File: src/rtl/edge_det_pkg.sv
// Shared definitions for the multi-channel edge detector.
//   - edge mode encodings (applied to all channels at once)
//   - default parameter values
//   - popcount helper used to total per-cycle pulses
package edge_det_pkg;

  localparam logic [1:0] MODE_RISE = 2'b00;
  localparam logic [1:0] MODE_FALL = 2'b01;
  localparam logic [1:0] MODE_BOTH = 2'b10;
  localparam logic [1:0] MODE_OFF  = 2'b11;

  localparam int DEF_WIDTH         = 4;
  localparam int DEF_SYNC_STAGES   = 2;
  localparam int DEF_FILTER_CYCLES = 1;
  localparam int DEF_CNT_W         = 8;

  // Widest pulse vector the popcount helper accepts; callers zero-extend.
  localparam int POP_MAX_W = 64;

  function automatic int unsigned popcount(input logic [POP_MAX_W-1:0] v);
    int unsigned n;
    n = 0;
    for (int i = 0; i < POP_MAX_W; i++) begin
      n += 32'(v[i]);
    end
    return n;
  endfunction

endpackage

File: src/rtl/edge_det_channel.sv
// One channel of the edge detector: synchroniser, glitch filter,
// edge detector with mode select, and sticky flag.
// Ports:
//   clk, rst        system clock, synchronous active-high reset
//   sig_async       raw asynchronous input bit
//   mode            edge select (rise / fall / both / off)
//   clear           sticky-flag clear (level)
//   pos_edge_o      registered pulse on every accepted rising transition
//   edge_o          registered pulse on transitions matching mode
//   sticky_o        latched edge_o, held until clear
module edge_det_channel
  import edge_det_pkg::*;
#(
  parameter int SYNC_STAGES   = DEF_SYNC_STAGES,
  parameter int FILTER_CYCLES = DEF_FILTER_CYCLES
) (
  input  logic       clk,
  input  logic       rst,
  input  logic       sig_async,
  input  logic [1:0] mode,
  input  logic       clear,
  output logic       pos_edge_o,
  output logic       edge_o,
  output logic       sticky_o
);

  localparam int FC_W = $clog2(FILTER_CYCLES + 1);

  logic [SYNC_STAGES-1:0] sync_q;
  logic                   sync_lvl;
  logic                   filt_q, filt_d;
  logic                   prev_q;
  logic [FC_W-1:0]        fcnt_q, fcnt_d;
  logic                   rise, fall;
  logic                   pos_q, pos_d;
  logic                   edge_q, edge_d;
  logic                   sticky_q, sticky_d;

  assign sync_lvl = sync_q[SYNC_STAGES-1];

  // The counter only runs while the synchronised level disagrees with the
  // filtered level; the cycle it would hit FILTER_CYCLES the new level is
  // taken instead and the counter restarts from zero.
  always_comb begin
    filt_d = filt_q;
    fcnt_d = '0;
    if (sync_lvl != filt_q) begin
      if (fcnt_q == FC_W'(FILTER_CYCLES - 1)) begin
        filt_d = sync_lvl;
      end else begin
        fcnt_d = fcnt_q + FC_W'(1);
      end
    end
  end

  assign rise = filt_q & ~prev_q;
  assign fall = ~filt_q & prev_q;

  always_comb begin
    pos_d = rise;
    case (mode)
      MODE_RISE: edge_d = rise;
      MODE_FALL: edge_d = fall;
      MODE_BOTH: edge_d = rise | fall;
      default:   edge_d = 1'b0;
    endcase
    // A new pulse beats a simultaneous clear so no event is lost.
    sticky_d = edge_q | (sticky_q & ~clear);
  end

  always_ff @(posedge clk) begin
    if (rst) begin
      sync_q   <= '0;
      filt_q   <= 1'b0;
      prev_q   <= 1'b0;
      fcnt_q   <= '0;
      pos_q    <= 1'b0;
      edge_q   <= 1'b0;
      sticky_q <= 1'b0;
    end else begin
      sync_q   <= {sync_q[SYNC_STAGES-2:0], sig_async};
      filt_q   <= filt_d;
      prev_q   <= filt_q;
      fcnt_q   <= fcnt_d;
      pos_q    <= pos_d;
      edge_q   <= edge_d;
      sticky_q <= sticky_d;
    end
  end

  assign pos_edge_o = pos_q;
  assign edge_o     = edge_q;
  assign sticky_o   = sticky_q;

endmodule

File: src/rtl/multi_edge_detector.sv
// WIDTH independent filtered edge detectors with a shared saturating
// event counter totalling all edge_out pulses.
// Ports:
//   clk, rst      system clock, synchronous active-high reset
//   signal_in     asynchronous raw inputs, one per channel
//   mode          edge select for all channels
//   clear         per-channel sticky-flag clear
//   count_clr     clears event_count (pulses in the same cycle still count)
//   pos_edge_out  rising-edge pulses, independent of mode
//   edge_out      mode-selected edge pulses
//   sticky_out    per-channel latched edge_out
//   event_count   saturating total of edge_out pulses
module multi_edge_detector
  import edge_det_pkg::*;
#(
  parameter int WIDTH         = DEF_WIDTH,
  parameter int SYNC_STAGES   = DEF_SYNC_STAGES,
  parameter int FILTER_CYCLES = DEF_FILTER_CYCLES,
  parameter int CNT_W         = DEF_CNT_W
) (
  input  logic             clk,
  input  logic             rst,
  input  logic [WIDTH-1:0] signal_in,
  input  logic [1:0]       mode,
  input  logic [WIDTH-1:0] clear,
  input  logic             count_clr,
  output logic [WIDTH-1:0] pos_edge_out,
  output logic [WIDTH-1:0] edge_out,
  output logic [WIDTH-1:0] sticky_out,
  output logic [CNT_W-1:0] event_count
);

  localparam int PC_W  = $clog2(WIDTH + 1);
  // One spare bit above the worst case (max count + WIDTH) keeps the
  // saturation compare free of overflow.
  localparam int SUM_W = CNT_W + PC_W + 1;
  localparam logic [CNT_W-1:0] CNT_MAX = '1;

  for (genvar i = 0; i < WIDTH; i++) begin : g_ch
    edge_det_channel #(
      .SYNC_STAGES  (SYNC_STAGES),
      .FILTER_CYCLES(FILTER_CYCLES)
    ) u_ch (
      .clk       (clk),
      .rst       (rst),
      .sig_async (signal_in[i]),
      .mode      (mode),
      .clear     (clear[i]),
      .pos_edge_o(pos_edge_out[i]),
      .edge_o    (edge_out[i]),
      .sticky_o  (sticky_out[i])
    );
  end

  logic [CNT_W-1:0] count_q, count_d;
  logic [CNT_W-1:0] base;
  logic [PC_W-1:0]  pc;
  logic [SUM_W-1:0] sum;

  always_comb begin
    pc      = PC_W'(popcount(POP_MAX_W'(edge_out)));
    base    = count_clr ? '0 : count_q;
    sum     = SUM_W'(base) + SUM_W'(pc);
    count_d = (sum > SUM_W'(CNT_MAX)) ? CNT_MAX : sum[CNT_W-1:0];
  end

  always_ff @(posedge clk) begin
    if (rst) begin
      count_q <= '0;
    end else begin
      count_q <= count_d;
    end
  end

  assign event_count = count_q;

endmodule

File: config.mk
export PLATFORM = sky130hd
export DESIGN_NAME = multi_edge_detector
export DESIGN_NICKNAME = d
export VERILOG_FILES = /design/src/rtl/edge_det_pkg.sv /design/src/rtl/edge_det_channel.sv /design/src/rtl/multi_edge_detector.sv
export SDC_FILE = /design/constraint.sdc
export NUM_CORES = 1
export LEC_CHECK = 0
export CAP_MARGIN = 20
export CORE_MARGIN = 2
export CORE_UTILIZATION = 50
export CTS_CLUSTER_SIZE = 20
export DETAILED_ROUTE_END_ITERATION = 10
export PLACE_DENSITY = 0.78
export SYNTH_ARGS = -nofsm -noshare
export SYNTH_HDL_FRONTEND = slang
export SYNTH_SLANG_ARGS = --single-unit
File: constraint.sdc
create_clock -name clk -period 4 [get_ports clk]
set_input_delay 0.8 -clock clk [delete_from_list [all_inputs] [get_ports clk]]
set_output_delay 0.8 -clock clk [all_outputs]
set_load 0.01 [all_outputs]
==> results.md <==
* Status: finished, final reports clean
* Routing usage on met3 at 0.0441
* Power Dens Cells at 327 nW/µm²
* CP Cell Sequence: clkdlybuf4s50_1 > and2b_1 > fa_1 > inv_1 > fa_1 > fa_1 > nor2b_1 > nand4_1 > a2111oi_0
* Portion of the post-synthesis area used by sequential elements at 0.483
* Die extent in y at 61.6 µm
* RSZ-0062 raised after global routing: false
* Clock Root Buffer: clkbuf_4
* Area of the die at 3800 µm²
* Final hold violation count at 0
* Total clock buffers created by CTS at 5
* Layout-stage area growth over the synthesis result at 21.6%
* Number of H-tree levels at 2
* Mean Syn Cell Area at 9.82 µm²
* Final wirelength at 2640 µm
* Top-area cell type share of the netlist area at 0.483
* Slowest library cell on the worst path: fa_1
* Average wire length per cell after detail routing at 10.9 µm
* Port buffer count at 32
* Proportion of total power due to net switching at 0.214
* Area of all sequential standard cells at 801 µm²
* DRC violation count after routing at 0
* Fraction of layout cells with a size suffix above 1 at 0.0606
* Relative contribution of combinational cells to total power at 0.068
* GRT overflow at 0
* Achievable clock frequency at 280 MHz
* Setup TNS after final layout at 0 ns
* Critical setup path kind: in2reg
* Clock-pin slew reported for the worst setup and hold paths after clock tree synthesis at 0.11 ns
* # Post-CTS Setup Buffers at 0
* Diode insertion count for antenna repair at 0
* Min cycle time layout at 3.58 ns
* Total of flip-flops plus latches after synthesis at 40
* Combined global-route utilization of all metal layers at 0.162
* Cell family with most CP delay: adder cells
* Number of vias per cell after detailed routing at 4.81
* Mapped cell area at 1660 µm²
* Startpoint types: primary input
* Period utilization at 0.894
* Via total after detailed routing at 1,164
* Global placer's final weighted congestion at 0.834
* Post-layout net count at 222
* Number of enable-type register cells in the synthesized netlist at 0
* Clock insertion delay at the later pin of the skew report at 0.33 ns
* Final-report max-slew violation count at 0
* Commonest cells post-synth: dfxtp_1 (40), inv_1 (18), nor2_1 (16), nor2b_1 (16), a21oi_1 (15)
* Post-route ant nets at 0
* Layout Skew at 0.00857 ns
* Clock network power share at 0.306
* Placement row count at 20
* Post-DP HPWL at 2050 µm
* GR Layer Usage met2 at 0.293
* Count of endpoints failing setup in the final report at 0
* Max Cap Violations at 0
* Busiest layer in global routing: met2
* Leakage dissipation at 0.766 nW
* CP Buf/Inv Count at 2
* Largest stage delay on the critical path at 0.53 ns
* Core area at 3100 µm²
* I/O pin total at 33
* Post-layout total power at 0.659 mW
* Initial antenna violation count at 0
* Design internal power at 0.518 mW
* Fraction of power consumed by sequential logic at 0.626
* First-pass GRT wire length at 4430 µm
* Biggest area contributors in the synthesized netlist: dfxtp_1 (48%), ha_1 (6.8%), nor2b_1 (6.0%)
* Sink Count at 40
* Chip Width at 61.6 µm
* Non-Filler Instances at 242
* Number of distinct library cells after synthesis at 30
* Cts-stage hold buffer count at 0
* Total net switching power at 0.141 mW
* Path class of the lowest-slack min-delay path: reg2reg
* Worst endpoint data arrival time at 3.80 ns
* Biggest area consumer among synthesized cells: dfxtp_1
* Top flip-flop cell by instance count after synthesis: dfxtp_1
* Data required time at the worst endpoint at 4.22 ns
* Worst-case clock buffer depth at 2
* Critical-path maximum fanout at 5
* Iteration-0 DRC count of the detailed router at 29
* Top-count cell post-synth: dfxtp_1
* Resized cells post-CTS at 0
* Fill count at 298
* Number of global-route vias before repair at 1,077
* CP dominant cell by count: fa_1
* Post-Place Cells at 234
* Area used by multi-input combinational logic at 697 µm²
* Pin count of the biggest net entering global routing at 26
* GRT met1 Usage at 0.174
* Worst setup EP type: register
* Clock tree from TritonCTS: yes
* Initial core utilization at 0.535
* Post-Syn Instances at 169
* Async set-or-reset flop fraction in the synthesized netlist at 0
* Total of warnings raised by yosys at 0
* Pre-antenna DRT Iters at 4
* Worst IR drop on VDD at 0.196 mV
[cells in the final DEF, fill, tap and decap left out, drive strengths merged, types with 3 or more instances in the layout]
| cell | synthesis | layout |
|---|---|---|
| dfxtp | 40 | 40 |
| clkdlybuf4s50 | 0 | 32 |
| inv | 18 | 18 |
| nor2b | 16 | 16 |
| nor2 | 16 | 16 |
| a21oi | 15 | 15 |
| nand2b | 9 | 9 |
| ha | 9 | 9 |
| clkbuf | 4 | 6 |
| mux2i | 4 | 4 |
| conb | 1 | 4 |
| a211oi | 3 | 3 |
| fa | 3 | 3 |
| and2b | 3 | 3 |
[through the flow]
stage | worst slack (ns) | util | hold WS [ns] | instance area (µm²)
3_3_place_gp | 0.229 | 0.630 | 0.419 | 1960
2_1_floorplan | 0.820 | - | 0.414 | 1670
6_report | 0.424 | 0.650 | 0.448 | 2020
3_5_place_dp | 0.0552 | 0.630 | 0.425 | 1960
5_1_grt | 0.264 | 0.650 | 0.472 | 2020
4_1_cts | 0.410 | 0.650 | 0.452 | 2020
[layer usage]
| metal | wire, µm | part of all wire |
|---|---|---|
| met1 | 1080 | 0.41 |
| met2 | 1350 | 0.51 |
| met5 | 0 | 0 |
| met3 | 163 | 0.062 |
| met4 | 40 | 0.015 |
[worst reg2reg max path, delay by kind of cell (launching register included)]
family          cells  cell delay [ns]
fa+ha+maj           3             1.38
simple gates        3             0.67
compound gates      1             0.40
flops               1             0.33
buf+inv             1             0.06
[power groups by stage]
stage               Clock (mW)  Sequential [mW]  Combinational [mW]
detailed placement           0            0.422              0.0454
floorplan                    0            0.421              0.0240
global route             0.233            0.414              0.0508
CTS                      0.211            0.413              0.0457
finish                   0.201            0.413              0.0451
global placement             0            0.421              0.0443
[cells by family after synthesis]
| kind of cell | count (synthesis) | share of synthesized area |
|---|---|---|
| AO/OA/AOI/OAI | 24 | 0.0897 |
| XOR/XNOR | 2 | 0.0106 |
| adder cells (fa/ha/maj) | 12 | 0.104 |
| buffers and inverters | 34 | 0.104 |
| flip-flops | 40 | 0.483 |
| multiplexers | 4 | 0.0241 |
| other | 1 | 0.00226 |
| AND/OR/NAND/NOR | 52 | 0.183 |
[final cells by class]
type / instances / area share
Clock buffer: 6 / 0.0254
Clock inverter: 2 / 0.00496
Inverter: 18 / 0.0335
Multi-Input combinational cell: 98 / 0.346
Sequential cell: 40 / 0.397
Tap cell: 44 / 0.0273
Timing Repair Buffer: 34 / 0.166
[path summary, 6_finish.rpt]
path / startpoint / endpoint / slack [ns] / cells after the start
hold / removal: g_ch[2].u_ch.sync_q[0] / g_ch[2].u_ch.sync_q[1] / 0.45 / 1
hold reg to reg: g_ch[2].u_ch.sync_q[0] / g_ch[2].u_ch.sync_q[1] / 0.45 / 1
setup / recovery: count_clr / event_count[6] / 0.42 / 9
setup reg to reg: event_count[0] / event_count[6] / 1.06 / 8
[state kept, by name (all words and copies together) (netlist names)]
register	cells
g_ch.u_ch.prev_q	4
g_ch.u_ch.sticky_o	4
g_ch.u_ch.fcnt_q	4
event_count	8
g_ch.u_ch.pos_edge_o	4
g_ch.u_ch.edge_o	4
g_ch.u_ch.sync_q	8
g_ch.u_ch.filt_q	4
No activity file was read; power rests on OpenSTA's default activity.
